**src/rtl/mmu_utlb_pkg.sv**
```systemverilog
// Shared definitions for the micro-TLB MMU: segment codes, the K0 cacheable
// encoding, the uTLB entry layout and the walk FSM states.
package mmu_utlb_pkg;

  // vaddr[31:29] segment codes; kuseg is 3'b0xx.
  localparam logic [2:0] SegKseg0 = 3'b100;
  localparam logic [2:0] SegKseg1 = 3'b101;
  localparam logic [2:0] SegKseg2 = 3'b110;
  localparam logic [2:0] SegKseg3 = 3'b111;

  // Config.K0 value selecting cacheable kseg0 accesses.
  localparam logic [2:0] K0Cacheable = 3'd3;

  // VPN/PFN are stored right-aligned in 32-bit fields so the layout does not
  // depend on the page size; unused upper bits are always zero.
  typedef struct packed {
    logic        valid;
    logic [31:0] vpn;
    logic [31:0] pfn;
    logic        cached;
    logic        dirty;
  } utlb_entry_t;

  typedef enum logic {
    StIdle = 1'b0,
    StWalk = 1'b1
  } walk_state_e;

  // Unmapped segments, plus every mapped segment while Status.ERL is set.
  function automatic logic seg_unmapped(input logic [2:0] seg, input logic erl);
    case (seg)
      SegKseg0, SegKseg1: return 1'b1;
      SegKseg2, SegKseg3: return erl;
      default:            return erl;
    endcase
  endfunction

endpackage

```
**src/rtl/utlb_array.sv**
```systemverilog
// Fully-associative uTLB storage: parallel compare, hit select, FIFO fill
// pointer and whole-array flush. Flush has priority over a same-cycle fill.
module utlb_array
  import mmu_utlb_pkg::*;
#(
  parameter int unsigned Entries = 4
) (
  input  logic        clk_i,
  input  logic        rst_i,
  input  logic [31:0] lookup_vpn_i,
  input  logic        lookup_store_i,
  output logic        hit_o,
  output utlb_entry_t hit_entry_o,
  input  logic        fill_i,
  input  utlb_entry_t fill_entry_i,
  input  logic        flush_i
);

  localparam int unsigned IdxW = (Entries > 1) ? $clog2(Entries) : 1;

  utlb_entry_t     entries_q [Entries];
  logic [IdxW-1:0] ptr_q;
  logic [IdxW-1:0] hit_idx;

  // Parallel compare; a store to a clean page is a miss so the walk reports tlbm.
  always_comb begin
    hit_o   = 1'b0;
    hit_idx = '0;
    for (int unsigned i = 0; i < Entries; i++) begin
      if (entries_q[i].valid && (entries_q[i].vpn == lookup_vpn_i) &&
          !(lookup_store_i && !entries_q[i].dirty)) begin
        hit_o   = 1'b1;
        hit_idx = IdxW'(i);
      end
    end
    hit_entry_o = entries_q[hit_idx];
  end

  // Entry storage with round-robin replacement; the pointer wraps naturally.
  always_ff @(posedge clk_i or posedge rst_i) begin
    if (rst_i) begin
      for (int unsigned i = 0; i < Entries; i++) begin
        entries_q[i] <= '0;
      end
      ptr_q <= '0;
    end else if (flush_i) begin
      for (int unsigned i = 0; i < Entries; i++) begin
        entries_q[i].valid <= 1'b0;
      end
    end else if (fill_i) begin
      entries_q[ptr_q] <= fill_entry_i;
      ptr_q            <= ptr_q + IdxW'(1);
    end
  end

endmodule

```
**src/rtl/mmu_utlb.sv**
```systemverilog
// TLB-based MMU with a micro-TLB in front of the shared main TLB. Unmapped
// segments and uTLB hits translate in the same cycle; misses walk the main
// TLB and refill the uTLB, then the replayed access hits.
// Optional MMU_UTLB_PERF_EN adds saturating hit/miss counters.
module mmu_utlb
  import mmu_utlb_pkg::*;
#(
  parameter int unsigned UTLB_ENTRIES = 4,
  parameter int unsigned PAGE_BITS    = 12,
  parameter int unsigned PA_BITS      = 32
) (
  input  logic               clk,
  input  logic               rst,
  input  logic               en,
  input  logic [3:0]         wen,
  input  logic [31:0]        vaddr,
  input  logic               exc_flag,
  input  logic               flush,
  input  logic               cp0_status_erl,
  input  logic [2:0]         cp0_config_k0,
  output logic               tlb_en,
  output logic [31:0]        tlb_vaddr,
  output logic               tlb_refs,
  input  logic               tlb_rdy,
  input  logic [31:0]        tlb_paddr,
  input  logic               tlb_cat,
  input  logic               tlb_dirty,
  input  logic               tlb_tlbr,
  input  logic               tlb_tlbi,
  input  logic               tlb_tlbm,
  output logic               bus_en,
  output logic [PA_BITS-1:0] bus_paddr,
  output logic               bus_cached,
  output logic               exc_tlbr,
  output logic               exc_tlbi,
  output logic               exc_tlbm,
  output logic               stallreq
`ifdef MMU_UTLB_PERF_EN
  ,
  output logic [31:0]        perf_hit,
  output logic [31:0]        perf_miss
`endif
);

  localparam int unsigned VpnW = 32 - PAGE_BITS;

  walk_state_e state_q;
  logic        discard_q;

  logic [2:0]  seg;
  logic        unmapped;
  logic        is_store;
  logic        k0_cached;
  logic [31:0] lookup_vpn;
  logic [31:0] unmapped_pa;
  logic [31:0] pa32;
  logic [63:0] pa_ext;
  logic        hit;
  utlb_entry_t hit_entry;
  utlb_entry_t fill_entry;
  logic        fill;
  logic        start_walk;
  logic        unused_bits;

  assign seg         = vaddr[31:29];
  assign unmapped    = seg_unmapped(seg, cp0_status_erl);
  assign is_store    = |wen;
  assign k0_cached   = (seg == SegKseg0) && (cp0_config_k0 == K0Cacheable);
  assign lookup_vpn  = 32'(vaddr[31:PAGE_BITS]);
  assign unmapped_pa = {3'b000, vaddr[28:0]};

  assign fill_entry.valid  = 1'b1;
  assign fill_entry.vpn    = lookup_vpn;
  assign fill_entry.pfn    = 32'(tlb_paddr[31:PAGE_BITS]);
  assign fill_entry.cached = tlb_cat;
  assign fill_entry.dirty  = tlb_dirty;

  utlb_array #(
    .Entries(UTLB_ENTRIES)
  ) u_array (
    .clk_i         (clk),
    .rst_i         (rst),
    .lookup_vpn_i  (lookup_vpn),
    .lookup_store_i(is_store),
    .hit_o         (hit),
    .hit_entry_o   (hit_entry),
    .fill_i        (fill),
    .fill_entry_i  (fill_entry),
    .flush_i       (flush)
  );

  // Output muxing; combinational so hits and unmapped accesses cost no cycle.
  // Everything is held low while rst is asserted.
  always_comb begin
    tlb_en     = 1'b0;
    tlb_vaddr  = vaddr;
    tlb_refs   = is_store;
    bus_en     = 1'b0;
    bus_cached = 1'b0;
    pa32       = unmapped_pa;
    exc_tlbr   = 1'b0;
    exc_tlbi   = 1'b0;
    exc_tlbm   = 1'b0;
    stallreq   = 1'b0;
    fill       = 1'b0;
    start_walk = 1'b0;
    if (!rst) begin
      unique case (state_q)
        StIdle: begin
          if (unmapped) begin
            bus_en     = en && !exc_flag;
            bus_cached = k0_cached;
          end else if (en) begin
            if (hit) begin
              pa32       = {hit_entry.pfn[VpnW-1:0], vaddr[PAGE_BITS-1:0]};
              bus_cached = hit_entry.cached;
              bus_en     = !exc_flag;
            end else begin
              stallreq   = 1'b1;
              tlb_en     = 1'b1;
              start_walk = 1'b1;
            end
          end
        end
        StWalk: begin
          if (en) begin
            tlb_en   = 1'b1;
            stallreq = 1'b1;
            // A result overlapping a flush is stale: drop it and keep stalling.
            if (tlb_rdy && !discard_q && !flush) begin
              if (tlb_tlbr || tlb_tlbi || tlb_tlbm) begin
                exc_tlbr = tlb_tlbr;
                exc_tlbi = tlb_tlbi;
                exc_tlbm = tlb_tlbm;
                stallreq = 1'b0;
              end else begin
                fill = 1'b1;
              end
            end
          end
        end
        default: ;
      endcase
    end
  end

  assign pa_ext    = {32'd0, pa32};
  assign bus_paddr = pa_ext[PA_BITS-1:0];

  // Walk FSM; every WALK exit returns to IDLE, which replays or restarts.
  always_ff @(posedge clk or posedge rst) begin
    if (rst) begin
      state_q   <= StIdle;
      discard_q <= 1'b0;
    end else begin
      unique case (state_q)
        StIdle: begin
          discard_q <= 1'b0;
          if (start_walk) state_q <= StWalk;
        end
        StWalk: begin
          if (!en || tlb_rdy) begin
            state_q   <= StIdle;
            discard_q <= 1'b0;
          end else if (flush) begin
            discard_q <= 1'b1;
          end
        end
        default: state_q <= StIdle;
      endcase
    end
  end

`ifdef MMU_UTLB_PERF_EN
  logic        hit_evt;
  logic [31:0] perf_hit_q;
  logic [31:0] perf_miss_q;

  assign hit_evt = !rst && (state_q == StIdle) && !unmapped && en && hit;

  // Saturating event counters, cleared together with the uTLB.
  always_ff @(posedge clk or posedge rst) begin
    if (rst) begin
      perf_hit_q  <= '0;
      perf_miss_q <= '0;
    end else if (flush) begin
      perf_hit_q  <= '0;
      perf_miss_q <= '0;
    end else begin
      if (hit_evt && (perf_hit_q != '1)) perf_hit_q <= perf_hit_q + 32'd1;
      if (start_walk && (perf_miss_q != '1)) perf_miss_q <= perf_miss_q + 32'd1;
    end
  end

  assign perf_hit  = perf_hit_q;
  assign perf_miss = perf_miss_q;
`endif

  assign unused_bits = ^{hit_entry, tlb_paddr[PAGE_BITS-1:0], pa_ext};

endmodule

```
**config.mk**
```make
export PLATFORM = sky130hd
export DESIGN_NAME = mmu_utlb
export DESIGN_NICKNAME = d
export VERILOG_FILES = /design/src/rtl/mmu_utlb_pkg.sv /design/src/rtl/utlb_array.sv /design/src/rtl/mmu_utlb.sv
export SDC_FILE = /design/constraint.sdc
export NUM_CORES = 1
export LEC_CHECK = 0
export ABC_CLOCK_PERIOD_IN_PS = 9700
export BUFFER_PORTS_ARGS = -buffer_cell sky130_fd_sc_hd__buf_2
export CAP_MARGIN = 30
export CORE_MARGIN = 5
export CORE_UTILIZATION = 61
export DETAILED_ROUTE_END_ITERATION = 10
export PLACE_DENSITY_LB_ADDON = 0.1
export SYNTH_ARGS = -nofsm -noshare
export SYNTH_HDL_FRONTEND = slang
export SYNTH_SLANG_ARGS = --single-unit
```
**constraint.sdc**
```tcl
create_clock -name clk -period 9.7 [get_ports clk]
set_input_delay 0.485 -clock clk [delete_from_list [all_inputs] [get_ports clk]]
set_output_delay 0.485 -clock clk [all_outputs]
set_load 0.005 [all_outputs]
```
==> metrics.cfg <==
[timing]
setup-violations-final = 0
drv_slew = 0
fin_crit_sh_pct = 39.20
rsz0062_at_grt = false
clock.fmax_mhz = 263.0
tightest_slew_ns = 0.8886
tns_ns = 0
hold_viol_final = 0
slew-limit-headroom_pct = 40.61
worst_clock_skew_ns = 0.004336
fin_ws_ns = 5.898
layout_min_cycle_time_ns = 3.802

[grt]
grt_overflow = 0
grt_max_degree = 84
antenna_found_initial = 1
grt_pass1_wl_um = 34270
grt_pass1_vias = 6377
grt_usage_pct = 24.98

[synth]
synthAdderAreaFrac_pct = 0.5412
synth_compound_area_share_pct = 6.549
yosysSeqAreaShare_pct = 47.63
synth_xor_xnor_area_share_pct = 7.671
synth_top_area_cell = dfrtp_1
yosysWarnings = 0
yosys.area_share.simple_pct = 8.253
synth_top_family_by_area = multiplexers
synth_mux_area_share_pct = 22.20
avgSynthCellArea_um2 = 12.06
syn-num-nets = 854
synth_top_area_share_pct = 47.63
synthCells = 767
syn_area_um2 = 9248
ys_seq_elements = 176
synth_cell_types = 44
synthTopCellsByArea = dfrtp_1 48%, mux2_2 21%, buf_4 5.0%

[clock_network]
cts.sinks = 176
cts_root_buffer = clkbuf_16
cts_made_buffers = 17
clk_latency_ns = 0.42
tritoncts = yes
htreeDepth = 4
cts_setup_buffers = 0
clk_pin_slew_worst_paths_ns = 0.06
ctsHoldBuffers = 0
clockBufferDepth = 2
cts_resized = 0

[final_layout]
nNetsFinal = 896
final_core_util_pct = 67.73
final_common_cell = dfrtp_1
synthToLayoutAreaGrowth_pct = 10.11
instances_no_fill = 1010
n_antenna_cell = 0
layout_common_cells = 176 x dfrtp_1, 169 x mux2_2, 106 x buf_2
drive_gt1_share_pct = 41.12

[power_and_ir_drop]
power_leakage_nw = 5.077
powerDensity_nw_per_um2 = 156.0
vdd_drop_max_mv = 0.1160

[floorplanning]
fp.dieArea_um2 = 17720
fp.dieW_um = 133.1
core_area_um2 = 15030
rows = 45
initial_core_util_pct = 61.51
pin_count = 155
die_h_um = 133.1

[route]
drc = 0
vias = 5998
routed_wl_um = 21510
firstDrtPassIters = 4
vias_per_cell = 5.939
initialDrtViolationCount = 309
ant_nets = 0
wire_per_inst_um = 21.29

[place]
hpwl_um = 14210
place_congestion = 0.8636
dp_slack_ns = 5.947
dp_cells = 978
portBuffers = 106

[worst_setup_path]
cp_max_fo = 34
arrival_ns = 3.32
crit_path_end_kind = output port
critPathKind = reg2out
critPathRequiredTime_ns = 9.22
cp-start-kind = register

[job]
maxCapViolations = 0

[hold_path]
hold_path.class = in2async

[outcome]
status = complete, no violations

-- metal layers --
metal,track usage (%),vias to the layer above,wire (µm)
met1,31.17,3062,9013
met4,9.600,2,565
met2,42.97,136,10850
met3,5.136,50,1072
li1,-,2748,-
met5,0,-,7
-- critical path, stage by stage, from the launching register on --
cell and delay [ns]:
dfrtp_1 0.39, xor2_1 0.18, nor4_1 0.28, nand4_1 0.18, or4_4 0.65, a41oi_4 0.20
buf_4 0.41, inv_1 0.20, a21oi_1 0.22, buf_2 0.15
-- worst paths after layout --
| kind | start | end | slack (ns) | cells past startpoint |
|---|---|---|---|---|
| max reg2reg | discard_q | u_array.entries_q[13] | 7.20 | 6 |
| min reg2reg | u_array.entries_q[148] | u_array.entries_q[148] | 0.50 | 1 |
| min in group clk | tlb_paddr[12] | u_array.entries_q[69] | 0.33 | 2 |
| max in group asynchronous | rst | u_array.entries_q[169] | 8.63 | 3 |
| min | rst | state_q | 0.10 | 2 |
| max | u_array.entries_q[38] | bus_paddr[31] | 5.90 | 9 |
-- through the flow --
stage	hold slack, ns	instance area (µm²)	power (mW)
2_1_floorplan	0.4650	9248	0.8259
3_3_place_gp	0.4796	9448	0.8497
3_5_place_dp	0.4870	9535	0.8536
4_1_cts	0.09849	10180	1.600
5_1_grt	0.1279	10180	1.640
6_report	0.1031	10180	1.589
-- synthesized netlist by cell type --
cell type and n:
a22oi_1 1, mux2i_1 15, or3_4 1, a41oi_4 1, or4_4 1, o31a_1 1
a31oi_1 5, a211oi_1 6, nor3_1 5, a31oi_2 9, o21ai_1 2, a21oi_1 4
nor3b_1 1, nand2_2 1, clkbuf_1 20, nand3b_1 3, inv_1 10, buf_6 6
o21ai_0 26, nor4_1 14, buf_2 4, and3_1 4, mux2_2 169, nor4b_2 2
nor2_1 30, buf_1 1, nor2b_1 1, nor4_4 2, nand3_1 9, o211ai_1 9
and2_1 3, a21o_1 15, nand2_1 36, ha_1 4, dfrtp_1 176, xnor2_1 47
nor4bb_1 1, nand4_1 20, nor4b_4 1, a31o_2 2, nor4b_1 2, xor2_1 34
buf_4 61, o21a_1 2
-- power breakdown --
group,switching (mW),internal [mW],leakage (nW)
clock network,0.278,0.472,0.308
registers,0.00202,0.737,2.45
logic,0.0653,0.0343,2.32
-- cell type report --
class / count / area [µm²]
fillers: 1112 / 4851
flip-flops and latches: 176 / 4404
multi-input cells: 489 / 4198
repair buffers: 115 / 655.6
clock buffers: 23 / 467.9
well taps: 188 / 235.2
clock inverters: 9 / 178.9
inverters: 10 / 42.54
-- logic make-up (layout without fill, tap and decap cells) --
kind of cell | after synthesis | after routing
buffers and inverters | 102 | 157
and+or+nand+nor | 137 | 137
AOI/OAI and AO/OA | 83 | 83
adders and majority gates | 4 | 4
muxes | 184 | 184
DFF | 176 | 176
xor gates and xnor gates | 81 | 81
-- registers in the layout, summed over array words and instances (netlist names) --
| signal | cells |
|---|---|
| u_array.entries_q | 172 |
| u_array.ptr_q | 2 |
| discard_q | 1 |
| state_q | 1 |
Note: power is estimated with default switching activity, not from simulation.
